File: src/rtl/counter_interval_arbiter_pkg.sv
`default_nettype none
// ============================================================================
// counter_interval_arbiter_pkg: shared state encoding and interval width
// Rev 1.0
// ============================================================================
package counter_interval_arbiter_pkg;

  localparam int unsigned LEN_W = 4;

  typedef enum logic [1:0] {
    ST_IDLE  = 2'd0,
    ST_CLEAR = 2'd1,
    ST_RUN   = 2'd2,
    ST_DONE  = 2'd3
  } state_t;

endpackage
`default_nettype wire

File: src/rtl/counter_interval_arbiter_rr_pick2.sv
`default_nettype none
// ============================================================================
// rr_pick2: combinational two-way round-robin picker
// Rev 1.0
// ============================================================================
module rr_pick2 (
  input  logic [1:0] req,
  input  logic       last,
  output logic [1:0] gnt,
  output logic       any
);

  // On a tie the requester that was not served last wins.
  assign gnt[0] = req[0] & (~req[1] | last);
  assign gnt[1] = req[1] & (~req[0] | ~last);
  assign any    = |req;

endmodule
`default_nettype wire

File: src/rtl/counter_interval_arbiter.sv
`default_nettype none
// ============================================================================
// counter_interval_arbiter: shares one external 0..15 counter between two
// interval requesters with round-robin grant, completion pulse and abort.
// Rev 1.0
// ============================================================================
module counter_interval_arbiter
  import counter_interval_arbiter_pkg::*;
#(
  parameter logic IDLE_CLR = 1'b1
) (
  input  logic             C,
  input  logic             CLR,
  input  logic             TICK,
  input  logic             REQ0,
  input  logic             REQ1,
  input  logic [LEN_W-1:0] LEN0,
  input  logic [LEN_W-1:0] LEN1,
  output logic             GNT0,
  output logic             GNT1,
  output logic             DONE0,
  output logic             DONE1,
  output logic             BUSY,
  output logic             CNT_CE,
  output logic             CNT_CLR,
  input  logic [LEN_W-1:0] CNT_Q
);

  state_t           r_state;
  state_t           w_state_nxt;
  logic [1:0]       r_gnt;
  logic [1:0]       w_gnt_nxt;
  logic [LEN_W-1:0] r_len;
  logic [LEN_W-1:0] w_len_nxt;
  logic             r_last;
  logic             w_last_nxt;

  logic [1:0]       w_pick;
  logic             w_any;
  logic             w_match;
  logic             w_req_held;

  rr_pick2 u_pick (
    .req  ({REQ1, REQ0}),
    .last (r_last),
    .gnt  (w_pick),
    .any  (w_any)
  );

  assign w_match    = (CNT_Q == r_len);
  assign w_req_held = |({REQ1, REQ0} & r_gnt);

  always_comb begin
    w_state_nxt = r_state;
    w_gnt_nxt   = r_gnt;
    w_len_nxt   = r_len;
    w_last_nxt  = r_last;
    case (r_state)
      ST_IDLE: begin
        if (w_any) begin
          w_state_nxt = ST_CLEAR;
          w_gnt_nxt   = w_pick;
          w_len_nxt   = w_pick[1] ? LEN1 : LEN0;
        end
      end
      ST_CLEAR, ST_RUN: begin
        // Withdrawal wins over a simultaneous match: no DONE for an aborted interval.
        if (!w_req_held) begin
          w_state_nxt = ST_IDLE;
          w_gnt_nxt   = 2'b00;
          w_last_nxt  = r_gnt[1];
        end else if (r_state == ST_CLEAR) begin
          w_state_nxt = ST_RUN;
        end else if (w_match) begin
          w_state_nxt = ST_DONE;
        end
      end
      ST_DONE: begin
        w_state_nxt = ST_IDLE;
        w_gnt_nxt   = 2'b00;
        w_last_nxt  = r_gnt[1];
      end
      default: begin
        w_state_nxt = ST_IDLE;
        w_gnt_nxt   = 2'b00;
      end
    endcase
  end

  always_ff @(posedge C) begin
    if (CLR) begin
      r_state <= ST_IDLE;
      r_gnt   <= 2'b00;
      r_len   <= '0;
      r_last  <= 1'b1;
    end else begin
      r_state <= w_state_nxt;
      r_gnt   <= w_gnt_nxt;
      r_len   <= w_len_nxt;
      r_last  <= w_last_nxt;
    end
  end

  assign GNT0    = r_gnt[0];
  assign GNT1    = r_gnt[1];
  assign DONE0   = (r_state == ST_DONE) & r_gnt[0];
  assign DONE1   = (r_state == ST_DONE) & r_gnt[1];
  assign BUSY    = (r_state != ST_IDLE);
  // Stop enabling once the target is reached so the counter never wraps.
  assign CNT_CE  = (r_state == ST_RUN) & TICK & ~w_match;
  assign CNT_CLR = (r_state == ST_CLEAR) | (IDLE_CLR & (r_state == ST_IDLE));

endmodule
`default_nettype wire

File: config.mk
export PLATFORM = sky130hd
export DESIGN_NAME = counter_interval_arbiter
export DESIGN_NICKNAME = d
export VERILOG_FILES = /design/src/rtl/counter_interval_arbiter_pkg.sv /design/src/rtl/counter_interval_arbiter_rr_pick2.sv /design/src/rtl/counter_interval_arbiter.sv
export SDC_FILE = /design/constraint.sdc
export NUM_CORES = 1
export LEC_CHECK = 0
export CAP_MARGIN = 20
export CORE_MARGIN = 5
export CORE_UTILIZATION = 30
export CTS_CLUSTER_SIZE = 20
export DETAILED_ROUTE_END_ITERATION = 12
export GPL_TIMING_DRIVEN = 1
export SKIP_LAST_GASP = 1
export SLEW_MARGIN = 15
export SYNTH_ARGS = -nofsm -noshare
export SYNTH_HDL_FRONTEND = slang
export SYNTH_HIERARCHICAL = 1
export SYNTH_SLANG_ARGS = --single-unit
export TNS_END_PERCENT = 30
File: constraint.sdc
create_clock -name C -period 1.8 [get_ports C]
set_input_delay 0.36 -clock C [delete_from_list [all_inputs] [get_ports C]]
set_output_delay 0.36 -clock C [all_outputs]
set_load 0.005 [all_outputs]
; ---- Word level (Yosys, flattened, before mapping)
; Index checks and enable logic that the tools add are counted.
[totals]
memories = 0
out_inout_bits = 7
regBits = 9
input_bits = 17
wordCells = 46
latch_bits = 0
romBits = 0
ram_bits = 0
[classes]
mul = 0
n_eq_ne = 7
n_shift = 0
div = 0
magnitude_cmp = 0
add_sub_neg = 0
reduce_logical = 10
bitwise_logic = 14
muxes = 11
[ops]
columns = op, n
row1 = $mux W2, 6
row2 = $pmux W2 S3, 2
row3 = $reduce_and A2 Y1, 4
row4 = $and A1 B1 Y1, 6
row5 = $reduce_or A2 Y1, 3
row6 = $eq A2 B2 Y1 const B, 2
row7 = $eq A4 B4 Y1, 1
row8 = $mux W4, 1
row9 = $ne A4 B4 Y1 const B, 1
row10 = $not A1 Y1, 4
row11 = $reduce_bool A2 Y1, 2
row12 = $or A1 B1 Y1, 3
row13 = $and A2 B2 Y2, 1
row14 = $eq A2 B1 Y1 const B, 1
row15 = $logic_not A2 Y1, 1
row16 = $ne A2 B1 Y1 const B, 1
row17 = $ne A2 B2 Y1 const B, 1
row18 = $pmux W1 S2, 1
row19 = $mux W1, 1

; ---- Logic depth before layout (Yosys ltp)
; Gate-level depths: netlist (run 1).
[depth]
ltp_word = 5
ltp_mapped = 6
mapped_depth_nobuf = 6

; ---- Hierarchy
; Netlist (run 1), hierarchy kept.
[modules_own_cells]
columns = mod, instances, cells_each, area_per_inst_um2, seq_area_each_um2
row1 = counter_interval_arbiter, 1, 62, 568.0, 180.2
row2 = rr_pick2, 1, 4, 25.0, 0.0

; ---- Worst setup path after synthesis (run 1)
; No wires, ideal clock.
[synth_timing]
path_kind = register to output
from = register r_state[0]
to = output port CNT_CLR
path_buffers = 0
t_arrival_ns = 0.946
stages_incl_launch_ff = 4
t_required_ns = 1.440
slack_ns = 0.494
path_cell_list = dfxtp_1 inv_1 ha_1 or2_2
[synth_between]
elab_chain_len = 2
word_cells_on_any_way = 3
cone_classes = eq/ne (1) / bitwise (1) / reduce/logical (1)
[synth_lines]
columns = element, line
row1 = from (decl), counter_interval_arbiter.sv:29  ; state_t r_state;
row2 = from (signal assigned), counter_interval_arbiter.sv:97  ; r_state <= w_state_nxt;
row3 = $eq A2 B1 Y1 or $logic_not A2 Y1 (tied branches), counter_interval_arbiter.sv:111  ; assign CNT_CLR = (r_state == ST_CLEAR) | (IDLE_CLR & (r_state == ST_IDLE));
row4 = $or A1 B1 Y1 *, counter_interval_arbiter.sv:111
row5 = to (decl), counter_interval_arbiter.sv:25  ; output logic CNT_CLR,
; Every way passes the cells marked *; elsewhere a longest branch is shown, timed or not.

; ---- Final worst setup path (run 1)
[layout_timing]
from = input port CNT_Q[1]
to = output port CNT_CE
[layout_between]
elab_chain_len = 3
[layout_lines]
columns = element, line
row1 = from (decl), counter_interval_arbiter.sv:26  ; input logic [LEN_W-1:0] CNT_Q
row2 = $eq A4 B4 Y1, counter_interval_arbiter.sv:50  ; assign w_match = (CNT_Q == r_len);
row3 = $not A1 Y1, counter_interval_arbiter.sv:110  ; assign CNT_CE = (r_state == ST_RUN) & TICK & ~w_match;
row4 = $and A1 B1 Y1, counter_interval_arbiter.sv:110
row5 = to (decl), counter_interval_arbiter.sv:24  ; output logic CNT_CE,
; Every way passes these cells.

==> flow_summary.json, run 1 <==
{
  "status": "finished with violations",
  "violations": "negative setup slack",
  "synth_area_leaders": "dfxtp_1, ha_1, mux2i_1",
  "syn_area_per_cell_sq_um": 8.99,
  "worst_slew_pin_slew_ns": 0.236,
  "initialDrtViolationCount": 7,
  "die_y_um": 54.5,
  "numCtsBuffers": 3,
  "finalNetCount": 124,
  "antenna_left": 0,
  "rsz0062_at_grt": "yes",
  "seqCellArea_sq_um": 183,
  "cts_hold_buf": 0,
  "num_vias": 589,
  "synthDistinctLibCells": 28,
  "cap_viol_max_count": 0,
  "cts_tree": "built",
  "worstRegToRegCells": 6,
  "seq_area_frac_synth_pct": 30.4,
  "fin_skew_ns": 0.00346,
  "clkTransAtPathRegs_ns": 0.06,
  "pwr-share-clk_pct": 26.1,
  "synth_nets": 88,
  "die_area_sq_mm": 0.00297,
  "finalNonFillerCells": 128,
  "timing.final.crit_share_pct": 104,
  "die_w_um": 54.5,
  "ys_warn_count": 6,
  "fmax_mhz": 533,
  "multi_input_comb_area_sq_um": 395,
  "arrival_ns": 1.52,
  "synth_seq_cells": 9,
  "wl_per_cell_um": 11.7,
  "start_util_pct": 30.9,
  "antenna_found_initial": 0,
  "drc": 0,
  "insertion_delay_ns": 0.26,
  "place_congestion": 0.791,
  "setup_viol": 4,
  "critPathKind": "primary input to primary output",
  "num_io_pins": 24,
  "peakVddDrop_uv": 267,
  "final_common_cell": "clkdlybuf4s50_1",
  "drive_above_1_share_pct": 22.8,
  "fp-row-count": 16,
  "clk_path_buf_depth": 2,
  "crit_path_end_kind": "primary output",
  "path_max_fanout": 2,
  "grt_pass1_wl_um": 2480,
  "slew_violations": 0,
  "cts_root_buf": "clkbuf_4",
  "crit_required_ns": 1.44,
  "clock-sinks": 9,
  "relSlewSlack_pct": 84.3,
  "p_sw_share_pct": 29.4,
  "areaGrowthSynthToFinish_pct": 63.3,
  "synthCells": 66,
  "combPwrFrac_pct": 34.6,
  "core-area_sq_mm": 0.00192,
  "min_period_ns": 1.88,
  "pre_cts_slack_ns": -0.265,
  "critPathLaunchType": "primary input",
  "sequentialPowerShare_pct": 39.3,
  "dr.pass1.iters": 2,
  "grt_pass1_vias": 549,
  "final_cell_mix": "clkdlybuf4s50_1, buf_4, nor2_1",
  "yosys.area.top_type_share_pct": 30.4,
  "antenna_cells": 0,
  "hold_violations": 0,
  "p_int_mw": 0.428,
  "hpwlAfterDp_um": 1240,
  "dp_cells": 122,
  "synth_top_area_cell": "dfxtp_1",
  "placed_area_sq_um": 910,
  "leakage_nw": 0.428,
  "holdPathStages": 2,
  "power_switching_mw": 0.178,
  "gr-total-overflow": 0,
  "htreeDepth": 1,
  "nFillCells": 203,
  "fin_area_sq_um": 968,
  "whs_ns": 0.521,
  "gr-usage-all-layers_pct": 11.6,
  "min-delay-path-class": "register to register",
  "syn_area_sq_um": 593,
  "avgViaCountPerCell": 4.60,
  "grt_max_degree": 11,
  "setup_ws_ns": -0.0762,
  "totalWireLength_um": 1500,
  "p_per_area_mw_per_mm2": 627,
  "port_buffers": 23
}
[logic make-up after synthesis]
kind of cell / count (synthesis) / synth area share [%]
xor gates and xnor gates: 4 / 5.91
buffers and inverters: 8 / 5.06
and+or+nand+nor: 18 / 15.0
adders and majority gates: 5 / 10.5
AOI/OAI and AO/OA: 16 / 22.6
DFF: 9 / 30.4
muxes: 6 / 10.5
[critical path, stage by stage]
cell             delay [ns]
clkdlybuf4s50_1        0.47
xnor2_1                0.11
nand4_1                0.12
and3_1                 0.19
dlygate4sd2_1          0.25
[synth_stat cells, drive strengths merged]
master	count
nor2	9
ha	5
dfxtp	9
mux2	2
xnor2	4
nand4	1
a21oi	1
a32oi	3
nor2b	1
a21boi	2
and3	1
nand2	1
clkbuf	2
or2	2
a211o	1
a211oi	5
and2	2
nor3	1
mux2i	4
o22ai	1
a22oi	1
inv	6
o21a	1
a22o	1
[sequential cells by signal, summed over array words and instances, names as in the netlist]
name	count
r_len	4
r_gnt	2
r_last	1
r_state	2
[per-layer routing]
metal  vias to the layer above  routed length (um)  GRT usage (%)
met2                         7                 771           18.7
met4                         0                  19           6.22
li1                        306                   -              -
met5                         -                   0              0
met1                       274                 661           14.6
met3                         2                  44           1.91
[through the flow]
step	power [mW]	util (%)	setup TNS, ns
after global routing	0.651	50.4	-0.411
after detailed placement	0.446	47.3	-0.572
after CTS	0.610	49.0	-0.385
after global placement	0.442	47.3	-0.525
final	0.607	50.4	-0.0984
after floorplan	0.348	-	0
[path summary, 6_finish.rpt]
check | slack, ns | startpoint | end
worst max-delay path | -0.08 | CNT_Q[1] | CNT_CE
worst min-delay path | 0.52 | r_len[3]$_SDFFE_PP0P_ | r_len[3]$_SDFFE_PP0P_
worst max register to register | 0.20 | r_len[2]$_SDFFE_PP0P_ | r_state[0]$_SDFFE_PP0P_
worst min register to register | 0.52 | r_len[3]$_SDFFE_PP0P_ | r_len[3]$_SDFFE_PP0P_
[area by class of cell]
cell class / count / area share (%)
Tap cell: 27 / 3.49
Multi-Input combinational cell: 49 / 40.8
Clock buffer: 4 / 2.71
Timing Repair Buffer: 33 / 31.8
Sequential cell: 9 / 18.9
Inverter: 6 / 2.33
[timing repair]
action                                  4_1_cts  5_1_grt
endpoints found under the setup margin        5        7
pin swaps                                     1        0
gates resized for setup                       4        6
buffers inserted                              1        1
[power groups by stage]
stage | clock network, mW | registers [mW] | logic [mW]
finish | 0.159 | 0.238 | 0.210
floorplan | 0 | 0.238 | 0.109
detailed placement | 0 | 0.243 | 0.203
global placement | 0 | 0.242 | 0.200
global route | 0.177 | 0.241 | 0.232
CTS | 0.166 | 0.239 | 0.205
No activity file was read; power rests on OpenSTA's default activity.
==> run 2, diff against run 1 <==
Settings changed: CTS_BUF_LIST from default to sky130_fd_sc_hd__clkbuf_16.
==> flow_summary.json, run 2 (same netlist as run 1, synthesis figures left out) <==
{
  "status": "finished with violations",
  "violations": "negative setup slack",
  "seqCellArea_sq_um": 181,
  "antenna_cells": 0,
  "final_common_cell": "clkdlybuf4s50_1",
  "critPathKind": "register to primary output",
  "numCtsBuffers": 3,
  "gr-total-overflow": 0,
  "p_per_area_mw_per_mm2": 824,
  "peakVddDrop_uv": 434,
  "cts_root_buf": "clkbuf_16",
  "drive_above_1_share_pct": 20.0,
  "worst_slew_pin_slew_ns": 0.244,
  "cts_tree": "built",
  "antenna_left": 0,
  "reg_top3": "r_len x4, r_gnt x2, r_state x2",
  "port_buffers": 23,
  "hold_violations": 0,
  "die_area_sq_mm": 0.00297,
  "pre_cts_slack_ns": -0.265,
  "fin_skew_ns": 0.00215,
  "core-area_sq_mm": 0.00192,
  "die_w_um": 54.5,
  "nFillCells": 196,
  "finalNetCount": 123,
  "leakage_nw": 0.469,
  "largest_reg_flops": 4,
  "hpwlAfterDp_um": 1240,
  "drc": 0,
  "setup_ws_ns": -0.0483,
  "placed_area_sq_um": 910,
  "grt_max_degree": 11,
  "cap_viol_max_count": 0,
  "fp-row-count": 16,
  "crit_required_ns": 1.44,
  "arrival_ns": 1.49,
  "grt_pass1_wl_um": 2520,
  "totalWireLength_um": 1490,
  "multi_input_comb_area_sq_um": 383,
  "fin_area_sq_mm": 0.00101,
  "clock-sinks": 9,
  "dr.pass1.iters": 4,
  "grt_pass1_vias": 547,
  "timing.final.crit_share_pct": 103,
  "die_y_um": 54.5,
  "slew_violations": 0,
  "final_cell_mix": "clkdlybuf4s50_1, buf_4, nor2_1, dfxtp_1",
  "min-delay-path-class": "register to register",
  "clkTransAtPathRegs_ns": 0.04,
  "wl_per_cell_um": 11.7,
  "areaGrowthSynthToFinish_pct": 69.8,
  "avgViaCountPerCell": 4.72,
  "min_period_ns": 1.85,
  "rsz0062_at_grt": "yes",
  "path_max_fanout": 3,
  "clk_path_buf_depth": 2,
  "initialDrtViolationCount": 17,
  "relSlewSlack_pct": 83.7,
  "crit_path_end_kind": "primary output",
  "num_vias": 599,
  "place_congestion": 0.791,
  "regMostFlops": "r_len",
  "num_io_pins": 24,
  "gr-usage-all-layers_pct": 12.2,
  "antenna_found_initial": 0,
  "setup_viol": 2,
  "start_util_pct": 30.9,
  "fmax_mhz": 541,
  "critPathLaunchType": "register",
  "cts_hold_buf": 0,
  "insertion_delay_ns": 0.24,
  "htreeDepth": 1
}
run 2: cell count changes in the layout (fill, tap and decap cells not counted):
cell	previous run	this run
clkbuf_16	0	3
clkbuf_4	3	0
clkdlybuf4s50_1	19	16
dlymetal6s2s_1	2	5
buf_4	10	9
clkbuf_1	1	0
dfxtp_1	7	8
dfxtp_2	2	1
ha_1	4	5
ha_4	1	0
inv_1	3	4
run 2: per-stage QoR:
stage / util, % / std cells / hold slack (ns) / power (mW) / setup TNS, ns
final: 52.4 / 127 / 0.516 / 0.830 / -0.0954
after global routing: 52.4 / 127 / 0.543 / 0.878 / -0.283
after CTS: 51.8 / 127 / 0.516 / 0.844 / -0.323
after detailed placement: 47.3 / 122 / 0.511 / 0.446 / -0.572
after global placement: 47.3 / 122 / 0.511 / 0.442 / -0.525
after floorplan: - / 66 / 0.490 / 0.348 / 0
run 2: critical path: stages (launching register included):
cell and delay (ns):
dfxtp_1 0.33, buf_4 0.12, ha_1 0.18, and2_1 0.13, clkdlybuf4s50_1 0.49
run 2: layout make-up:
cell class,instances,share of cell area [%]
inverters,6,2.24
clock inverters,1,0.373
well taps,27,3.35
clock buffers,3,7.45
flip-flops and latches,9,18.0
repair buffers,32,30.6
multi-input cells,49,38.0
run 2: routing by layer:
layer	part of all wire (%)	global-route usage (%)
met5	0	0
met3	4.8	3.54
met1	42	14.5
met4	3.0	7.47
met2	50	19.1
run 2: power by group:
| part | total [mW] | leakage [nW] | switching (mW) | internal, mW |
|---|---|---|---|---|
| logic | 0.201 | 0.352 | 0.0842 | 0.116 |
| registers | 0.240 | 0.0746 | 0.0177 | 0.223 |
| clock network | 0.389 | 0.0423 | 0.0989 | 0.290 |
run 2: final timing paths:
check	start	endpoint	slack (ns)	cells after the start
setup / recovery	r_state[1]$_SDFFE_PP0P_	DONE0	-0.05	4
hold / removal	r_len[0]$_SDFFE_PP0P_	r_len[0]$_SDFFE_PP0P_	0.52	2
setup reg to reg	r_len[2]$_SDFFE_PP0P_	r_state[0]$_SDFFE_PP0P_	0.22	6
hold reg to reg	r_len[0]$_SDFFE_PP0P_	r_len[0]$_SDFFE_PP0P_	0.52	2
run 2: timing repair:
item                                    in CTS  in global routing
pin swaps                                    1                  4
endpoints found under the setup margin       5                  7
resized for setup                            4                  6
setup buffers                                1                  0
==> run 3, diff against run 2 <==
Settings changed: CORE_UTILIZATION 30 to 43, CTS_BUF_LIST sky130_fd_sc_hd__clkbuf_16 to sky130_fd_sc_hd__clkbuf_8, PLACE_DENSITY from default to 0.8.
==> flow_summary.json, run 3 (same netlist as run 1, synthesis figures left out) <==
{
  "gr-total-overflow": 0,
  "hold_violations": 0,
  "min-delay-path-class": "register to register",
  "total_power_mw": 0.681,
  "cts_hold_buf": 0,
  "fin_skew_ns": 0.000374,
  "tns_ns": -0.0789,
  "setup_viol": 3,
  "hpwlAfterDp_um": 1130,
  "worstPathCellList": "buf_4, ha_1, and2_1, clkdlybuf4s50_1",
  "grt_pass1_wl_um": 2330,
  "initialDrtViolationCount": 8,
  "slew_violations": 0,
  "drive_above_1_share_pct": 22.2,
  "cap_viol_max_count": 0,
  "avgViaCountPerCell": 5.12,
  "critPathLaunchType": "register",
  "regMostFlops": "r_len",
  "finalNetCount": 122,
  "fp-row-count": 13,
  "wl_per_cell_um": 12.7,
  "grt_max_degree": 9,
  "rsz0062_at_grt": "yes",
  "antenna_found_initial": 0,
  "pre_cts_slack_ns": -0.304,
  "placed_area_sq_um": 887,
  "min_period_ns": 1.84,
  "worst_slew_pin_slew_ns": 0.255,
  "port_buffers": 23,
  "cts_root_buf": "clkbuf_8",
  "place_congestion": 0.742,
  "fin_area_sq_um": 948,
  "dp_cells": 109,
  "num_io_pins": 24,
  "leakage_nw": 0.424,
  "path_max_fanout": 3,
  "peakVddDrop_uv": 452,
  "timing.final.crit_share_pct": 102,
  "insertion_delay_ns": 0.23,
  "crit_required_ns": 1.44,
  "finalNonFillerCells": 114,
  "cp_slowest_cell": "clkdlybuf4s50_1",
  "antenna_cells": 0,
  "totalWireLength_um": 1450,
  "clkTransAtPathRegs_ns": 0.05,
  "start_util_pct": 45.6,
  "die_area_sq_mm": 0.00222,
  "max_stage_delay_ns": 0.44,
  "reg_top3": "r_len x4, r_gnt x2, r_state x2",
  "r2r_start": "r_len[3]$_SDFFE_PP0P_",
  "arrival_ns": 1.48,
  "crit_path_end_kind": "primary output",
  "drc": 0,
  "largest_reg_flops": 4,
  "die_w_um": 47.1,
  "r2r_setup_slack_ns": 0.21,
  "status": "finished with violations",
  "areaGrowthSynthToFinish_pct": 59.9,
  "startpoint": "r_state[1]$_SDFFE_PP0P_",
  "relSlewSlack_pct": 82.9,
  "violations": "negative setup slack",
  "worstRegToRegCells": 6,
  "fmax_mhz": 544,
  "clock-sinks": 9,
  "grt_pass1_vias": 535,
  "critPathCapture": "DONE0",
  "p_per_area_mw_per_mm2": 718,
  "critPathKind": "register to primary output",
  "die_y_um": 47.1,
  "numCtsBuffers": 3,
  "final_common_cell": "clkdlybuf4s50_1",
  "gr-usage-all-layers_pct": 15.0,
  "core-area_sq_mm": 0.00130,
  "final_cell_mix": "clkdlybuf4s50_1, nor2_1, buf_4",
  "reg2reg_to": "r_state[0]$_SDFFE_PP0P_",
  "clk_path_buf_depth": 2,
  "setup_ws_ns": -0.0386,
  "cts_tree": "built",
  "num_vias": 584,
  "antenna_left": 0,
  "dr.pass1.iters": 2,
  "htreeDepth": 1
}
[run 3: cell count changes in the layout (fill, tap and decap cells not counted), moves of 3 or more]
cell             change
dlymetal6s2s_1       -3
clkbuf_16            -3
clkbuf_8             +3
clkdlybuf4s50_1      +3
[run 3: how the worst min path moves through the flow]
stage / endpoint / cells after the start / start / slack [ns]
floorplan: r_len[0]$_SDFFE_PP0P_ / 2 / r_len[0]$_SDFFE_PP0P_ / 0.49
global route: r_len[0]$_SDFFE_PP0P_ / 2 / r_len[0]$_SDFFE_PP0P_ / 0.54
detailed placement: r_len[0]$_SDFFE_PP0P_ / 2 / r_len[0]$_SDFFE_PP0P_ / 0.51
global placement: r_len[0]$_SDFFE_PP0P_ / 2 / r_len[0]$_SDFFE_PP0P_ / 0.50
CTS: r_len[0]$_SDFFE_PP0P_ / 2 / r_len[0]$_SDFFE_PP0P_ / 0.52
finish: r_len[1]$_SDFFE_PP0P_ / 2 / r_len[1]$_SDFFE_PP0P_ / 0.51
[run 3: repair_timing]
action                     CTS  global route
gates resized for setup      4             7
setup endpoints to repair    5             7
pin swaps                    2             3
buffers inserted             1             0
hold endpoints to repair     0             0
[run 3: critical path, delay by kind of cell (launching register included)]
family / cells / cell delay (ns)
DFF: 1 / 0.31
buffers and inverters: 2 / 0.57
adders and majority gates: 1 / 0.21
and+or+nand+nor: 1 / 0.16
[run 3: final cells by class]
| class | count | area (sq um) |
|---|---|---|
| Clock buffer | 3 | 41.3 |
| Clock inverter | 1 | 3.75 |
| Fill cell | 122 | 353 |
| Inverter | 6 | 22.5 |
| Multi-Input combinational cell | 49 | 390 |
| Sequential cell | 9 | 183 |
| Tap cell | 15 | 18.8 |
| Timing Repair Buffer | 31 | 289 |
[run 3: layer usage]
| layer | vias up | part of all wire, % | track usage, % |
|---|---|---|---|
| li1 | 300 | - | - |
| met1 | 268 | 44 | 20.1 |
| met2 | 14 | 49 | 21.4 |
| met3 | 2 | 6.8 | 6.51 |
| met4 | 0 | 0.41 | 4.97 |
| met5 | - | 0 | 0 |
[run 3: through the flow]
| step | hold slack [ns] | utilization (%) |
|---|---|---|
| 2_1_floorplan | 0.490 | - |
| 3_3_place_gp | 0.502 | 68.2 |
| 3_5_place_dp | 0.510 | 68.2 |
| 4_1_cts | 0.516 | 72.1 |
| 5_1_grt | 0.544 | 72.9 |
| 6_report | 0.513 | 72.9 |
[run 3: report_power, final]
group	total [mW]	internal [mW]	switching [mW]
clock	0.234	0.149	0.0851
sequential	0.240	0.222	0.0177
combinational	0.208	0.121	0.0867
total	0.681	0.492	0.189
